**src/rtl/adr_pkg.sv**
```systemverilog
// Shared types and default widths for the writeback arbiter.
package adr_pkg;

    localparam int unsigned ADR_XLEN         = 32;
    localparam int unsigned ADR_REG_ADDR_LEN = 5;
    localparam int unsigned ADR_STARVE_LIMIT = 4;

    // Source of the value currently on the regfile write port.
    typedef enum logic [1:0] {
        WB_NONE = 2'd0,
        WB_ALU  = 2'd1,
        WB_LSU  = 2'd2
    } wb_src_e;

endpackage

```
**src/rtl/adr_starve_ctr.sv**
```systemverilog
// Saturating count of consecutive cycles the ALU lost arbitration.
module adr_starve_ctr #(
    parameter int unsigned LIMIT = 4
) (
    input  logic clk,
    input  logic reset,
    input  logic inc,
    input  logic clr,
    output logic at_limit
);

    localparam int unsigned CW = (LIMIT < 1) ? 1 : $clog2(LIMIT + 1);

    logic [CW-1:0] cnt_q;
    logic [CW-1:0] cnt_d;

    // Clear wins over increment; the count holds once it reaches LIMIT.
    always_comb begin
        cnt_d = cnt_q;
        if (clr) begin
            cnt_d = '0;
        end else if (inc && (cnt_q != CW'(LIMIT))) begin
            cnt_d = cnt_q + CW'(1);
        end
    end

    // Counter register with synchronous reset.
    always_ff @(posedge clk) begin
        if (reset) begin
            cnt_q <= '0;
        end else begin
            cnt_q <= cnt_d;
        end
    end

    assign at_limit = (cnt_q == CW'(LIMIT));

endmodule

```
**src/rtl/adr_wb_arbiter.sv**
```systemverilog
// Writeback arbiter owning the single regfile write port, with x0 hold
// and same-cycle forwarding of the write that lands this cycle.
module adr_wb_arbiter
    import adr_pkg::*;
#(
    parameter int unsigned XLEN         = ADR_XLEN,
    parameter int unsigned REG_ADDR_LEN = ADR_REG_ADDR_LEN,
    parameter int unsigned STARVE_LIMIT = ADR_STARVE_LIMIT
) (
    input  logic                    clk,
    input  logic                    reset,

    input  logic                    alu_valid_i,
    output logic                    alu_ready_o,
    input  logic [REG_ADDR_LEN-1:0] alu_rd_i,
    input  logic [XLEN-1:0]         alu_data_i,

    input  logic                    lsu_valid_i,
    output logic                    lsu_ready_o,
    input  logic [REG_ADDR_LEN-1:0] lsu_rd_i,
    input  logic [XLEN-1:0]         lsu_data_i,

    output logic [REG_ADDR_LEN-1:0] rf_write_addr_o,
    output logic [XLEN-1:0]         rf_write_data_o,

    input  logic [REG_ADDR_LEN-1:0] fwd_addr_a_i,
    input  logic [REG_ADDR_LEN-1:0] fwd_addr_b_i,
    output logic                    fwd_hit_a_o,
    output logic                    fwd_hit_b_o,
    output logic [XLEN-1:0]         fwd_data_a_o,
    output logic [XLEN-1:0]         fwd_data_b_o,

    output logic [1:0]              wb_src_o
);

    logic                    alu_nn;
    logic                    lsu_nn;
    logic                    grant_alu;
    logic                    grant_lsu;
    logic                    at_limit;
    logic                    starve_inc;

    logic [REG_ADDR_LEN-1:0] waddr_q, waddr_d;
    logic [XLEN-1:0]         wdata_q, wdata_d;
    wb_src_e                 src_q,   src_d;

    // Requests to x0 are acknowledged immediately and never use the port.
    assign alu_nn = alu_valid_i && (alu_rd_i != '0);
    assign lsu_nn = lsu_valid_i && (lsu_rd_i != '0);

    // LSU has priority unless the ALU has lost STARVE_LIMIT times in a row.
    assign grant_alu = alu_nn && (!lsu_nn || at_limit);
    assign grant_lsu = lsu_nn && !grant_alu;

    assign alu_ready_o = !reset && alu_valid_i && ((alu_rd_i == '0) || grant_alu);
    assign lsu_ready_o = !reset && lsu_valid_i && ((lsu_rd_i == '0) || grant_lsu);

    assign starve_inc = !reset && alu_nn && !grant_alu;

    adr_starve_ctr #(
        .LIMIT (STARVE_LIMIT)
    ) u_starve_ctr (
        .clk      (clk),
        .reset    (reset),
        .inc      (starve_inc),
        .clr      (!starve_inc),
        .at_limit (at_limit)
    );

    // Next write-port value: the granted request, otherwise an x0 <= 0 write.
    always_comb begin
        waddr_d = '0;
        wdata_d = '0;
        src_d   = WB_NONE;
        if (grant_alu) begin
            waddr_d = alu_rd_i;
            wdata_d = alu_data_i;
            src_d   = WB_ALU;
        end else if (grant_lsu) begin
            waddr_d = lsu_rd_i;
            wdata_d = lsu_data_i;
            src_d   = WB_LSU;
        end
    end

    // Write-port register; reset drives the idle x0 write.
    always_ff @(posedge clk) begin
        if (reset) begin
            waddr_q <= '0;
            wdata_q <= '0;
            src_q   <= WB_NONE;
        end else begin
            waddr_q <= waddr_d;
            wdata_q <= wdata_d;
            src_q   <= src_d;
        end
    end

    assign rf_write_addr_o = waddr_q;
    assign rf_write_data_o = wdata_q;
    assign wb_src_o        = 2'(src_q);

    // The regfile returns the old value when reading the address being
    // written on the same edge, so the pending write is bypassed here.
    assign fwd_hit_a_o  = (fwd_addr_a_i != '0) && (fwd_addr_a_i == waddr_q);
    assign fwd_hit_b_o  = (fwd_addr_b_i != '0) && (fwd_addr_b_i == waddr_q);
    assign fwd_data_a_o = fwd_hit_a_o ? wdata_q : '0;
    assign fwd_data_b_o = fwd_hit_b_o ? wdata_q : '0;

endmodule

```
**config.mk**
```make
export PLATFORM = sky130hd
export DESIGN_NAME = adr_wb_arbiter
export DESIGN_NICKNAME = d
export VERILOG_FILES = /design/src/rtl/adr_pkg.sv /design/src/rtl/adr_starve_ctr.sv /design/src/rtl/adr_wb_arbiter.sv
export SDC_FILE = /design/constraint.sdc
export NUM_CORES = 1
export LEC_CHECK = 0
export CAP_MARGIN = 20
export CORE_MARGIN = 5
export CORE_UTILIZATION = 45
export CTS_CLUSTER_SIZE = 28
export DETAILED_ROUTE_END_ITERATION = 10
export DONT_BUFFER_PORTS = 1
export MAX_ROUTING_LAYER = met4
export PLACE_DENSITY = 0.69
export SYNTH_ARGS = -nofsm -noshare
export SYNTH_HDL_FRONTEND = slang
export SYNTH_SLANG_ARGS = --single-unit
```
**constraint.sdc**
```tcl
create_clock -name clk -period 4.5 [get_ports clk]
set_input_delay 0.45 -clock clk [delete_from_list [all_inputs] [get_ports clk]]
set_output_delay 0.45 -clock clk [all_outputs]
set_load 0.02 [all_outputs]
```
==> flow_summary.ini <==
[global_routing]
overflow = 0
grt.total_usage_pct = 18.1
antenna_found_initial = 0
grt_max_degree = 27
grt_pass1_wl_mm = 8.36
first_global_vias = 1645

[pwr]
swShare_pct = 24.7
worst_ir_drop_vdd_uv = 241
clkPwrFrac_pct = 36.8
pwr-share-comb_pct = 8.5
p_switching_uw = 198
p_per_area_nw_per_um2 = 372
p_int_uw = 604
total_power_uw = 801
p_leak_nw = 0.873
seq_power_share_pct = 54.7

[synthesis]
yosys.area_share.simple_pct = 27.6
ys_seq_area_share_pct = 42.0
synthMuxAreaShare_pct = 0
syn-num-nets = 291
yosysWarnings = 0
synth_top_family_by_area = simple AND/OR/NAND/NOR gates
ys_types = 26
synth_seq_cells = 42
netlist_area_um2 = 2000
avgSynthCellArea_um2 = 9.96
synth_compound_area_share_pct = 20.8
synth_cells = 201
synth_xor_area_share_pct = 3.94
yosys.area_share.adder_pct = 1.25

[sta]
period_needed_ns = 2.74
finalMaxSlewViolations = 0
tightest_slew_ns = 0.736
max_freq_ghz = 0.365
fin_crit_sh_pct = 60.8
slew_headroom_pct = 50.9
setup-tns-final_ns = 0
setup_viol_count_final = 0
rsz0062_at_grt = no
hold_viol = 0
clock_skew_ns = 0.0112

[finish]
diodes = 0
multi_input_area_um2 = 1070
drive_above_1_share_pct = 13.0
layoutNonFillerInstCount = 252
area_growth_pct = 7.69
fill_cells = 410
seqCellArea_um2 = 841
final_common_cell = and2_1
nets = 290
post-route-util_pct = 49.9
layout_common_cells = and2_1, dfxtp_1, a22o_1, xnor2_1

[placed_design]
dp_hpwl_mm = 4.43
place.gp.congestion = 0.784
dp_cells = 245
io_buffers = 0

[detailed_routing]
ant_nets = 0
drc_errors = 0
wl_mm = 5.48
viasPerCell = 5.96
wl_per_cell_um = 21.8
num_vias = 1503
dr.first_iter.drc_count = 55
dr.pass1.iters = 4

[clock_tree]
clock_path_buffers = 2
post_cts_buffers = 0
ctsHoldBuffers = 0
cts_tree = yes
cts_max_level = 2
cts-root-buf = clkbuf_8
clk_pin_slew_worst_paths_ns = 0.08
cts_buffers = 5
cts.sinks = 42
insertion_delay_ns = 0.28
cts_resized = 0

[die]
die_area_um2 = 5880
die_x_um = 76.7
start_util_pct = 46.3
dieHeight_um = 76.7
core-area_um2 = 4320
rows = 24
io_pins = 195

[setup_path]
critical_path.max_stage_delay_ns = 0.56
cp_slowest_cell = a21oi_2
critPathLaunchType = flip-flop
cp_max_fo = 21
r2r_cells = 7
reg2reg_from = u_starve_ctr.cnt_q[0]$_SDFFE_PP0P_
setup.worst_path.class = reg -> out
regToRegSetupSlack_ns = 2.46
critPathCaptureType = output pin
worstPathCellList = xnor2_1 > nand4_1 > a21oi_2 > buf_4 > and2_1
r2r-end = rf_write_data_o[0]$_SDFF_PP0_
cp.arrival_ns = 2.29
cp.required_ns = 4.05

[run]
cap_violations = 0

[hold_path]
min_delay_worst_endpoint = rf_write_data_o[4]$_SDFF_PP0_
whs_path_depth = 1
hold_path_class = in -> reg
holdCritStartpoint = alu_data_i[4]

[status]
status = finished, final reports clean
-- critical path: cells and delay by family (launching register included) --
kind            cells  cell delay (ns)
xor+xnor            1             0.16
buf+inv             1             0.34
flops               1             0.53
compound gates      1             0.56
simple gates        2             0.40
-- Yosys cell counts --
cell type / instances / area (µm²)
and2_1: 65 / 407
buf_2: 5 / 25.0
nor3_4: 2 / 32.5
clkbuf_1: 4 / 15.0
a22o_1: 33 / 289
xor2_1: 1 / 8.76
xnor2_1: 8 / 70.1
a22o_2: 4 / 40.0
nand2_1: 3 / 11.3
a21oi_1: 2 / 10.0
inv_1: 4 / 15.0
a21boi_2: 2 / 22.5
a211oi_2: 1 / 12.5
o41ai_2: 1 / 16.3
nor2_2: 1 / 6.26
nor3b_4: 1 / 18.8
nand2b_1: 2 / 12.5
nand4_1: 2 / 12.5
dfxtp_1: 42 / 841
buf_6: 3 / 33.8
ha_1: 2 / 25.0
and3_1: 3 / 18.8
nor2_1: 6 / 22.5
nor3_2: 1 / 10.0
a21oi_2: 2 / 17.5
o41ai_1: 1 / 8.76
-- per-layer routing --
metal | routed length (µm) | global-route usage (%)
met5 | 0 | -
met4 | 40 | 6.99
met3 | 587 | 7.73
met2 | 2900 | 30.1
met1 | 1960 | 18.9
-- kinds of logic after synthesis --
| group | Yosys count |
|---|---|
| adders and majority gates | 2 |
| AOI/OAI and AO/OA | 46 |
| xor gates and xnor gates | 9 |
| buffers and inverters | 16 |
| DFF | 42 |
| and+or+nand+nor | 86 |
-- stage by stage --
stage,instance area (µm²),hold slack [ns],setup slack [ns]
final,2160,0.285,1.76
after global routing,2160,0.260,1.50
after CTS,2160,0.273,1.74
after detailed placement,2040,0.547,2.05
after global placement,2020,0.532,2.16
after floorplan,2000,0.502,2.62
-- flip-flops by register name, indices dropped and copies added, names as in the netlist --
signal / flops
rf_write_addr_o: 5
u_starve_ctr.cnt_q: 3
wb_src_o: 2
rf_write_data_o: 32
-- how the worst max path moves through the flow --
stage | from | end | slack (ns) | cells past startpoint
after CTS | rf_write_addr_o[2]$_SDFF_PP0_ | fwd_data_a_o[19] | 1.74 | 5
final | rf_write_addr_o[0]$_SDFF_PP0_ | fwd_data_a_o[21] | 1.76 | 5
after floorplan | rf_write_addr_o[0]$_SDFF_PP0_ | fwd_data_b_o[22] | 2.62 | 5
after global placement | rf_write_addr_o[0]$_SDFF_PP0_ | fwd_data_a_o[25] | 2.16 | 5
after global routing | rf_write_addr_o[3]$_SDFF_PP0_ | fwd_data_a_o[17] | 1.50 | 5
after detailed placement | rf_write_addr_o[2]$_SDFF_PP0_ | fwd_data_a_o[19] | 2.05 | 5
-- cell type report --
cell class,instances,area share [%]
Inverter,4,0.696
Timing Repair Buffer,4,2.32
Clock inverter,1,1.39
Tap cell,52,3.02
Multi-Input combinational cell,143,49.7
Clock buffer,6,3.83
Sequential cell,42,39.0
-- power by group through the flow --
stage               registers (mW)  logic [mW]  clock network (mW)
global route                 0.442      0.0748               0.319
detailed placement           0.448      0.0687                   0
floorplan                    0.441      0.0591                   0
global placement             0.448      0.0653                   0
finish                       0.438      0.0682               0.295
CTS                          0.439      0.0687               0.300
(Power assumes the default switching activity.)
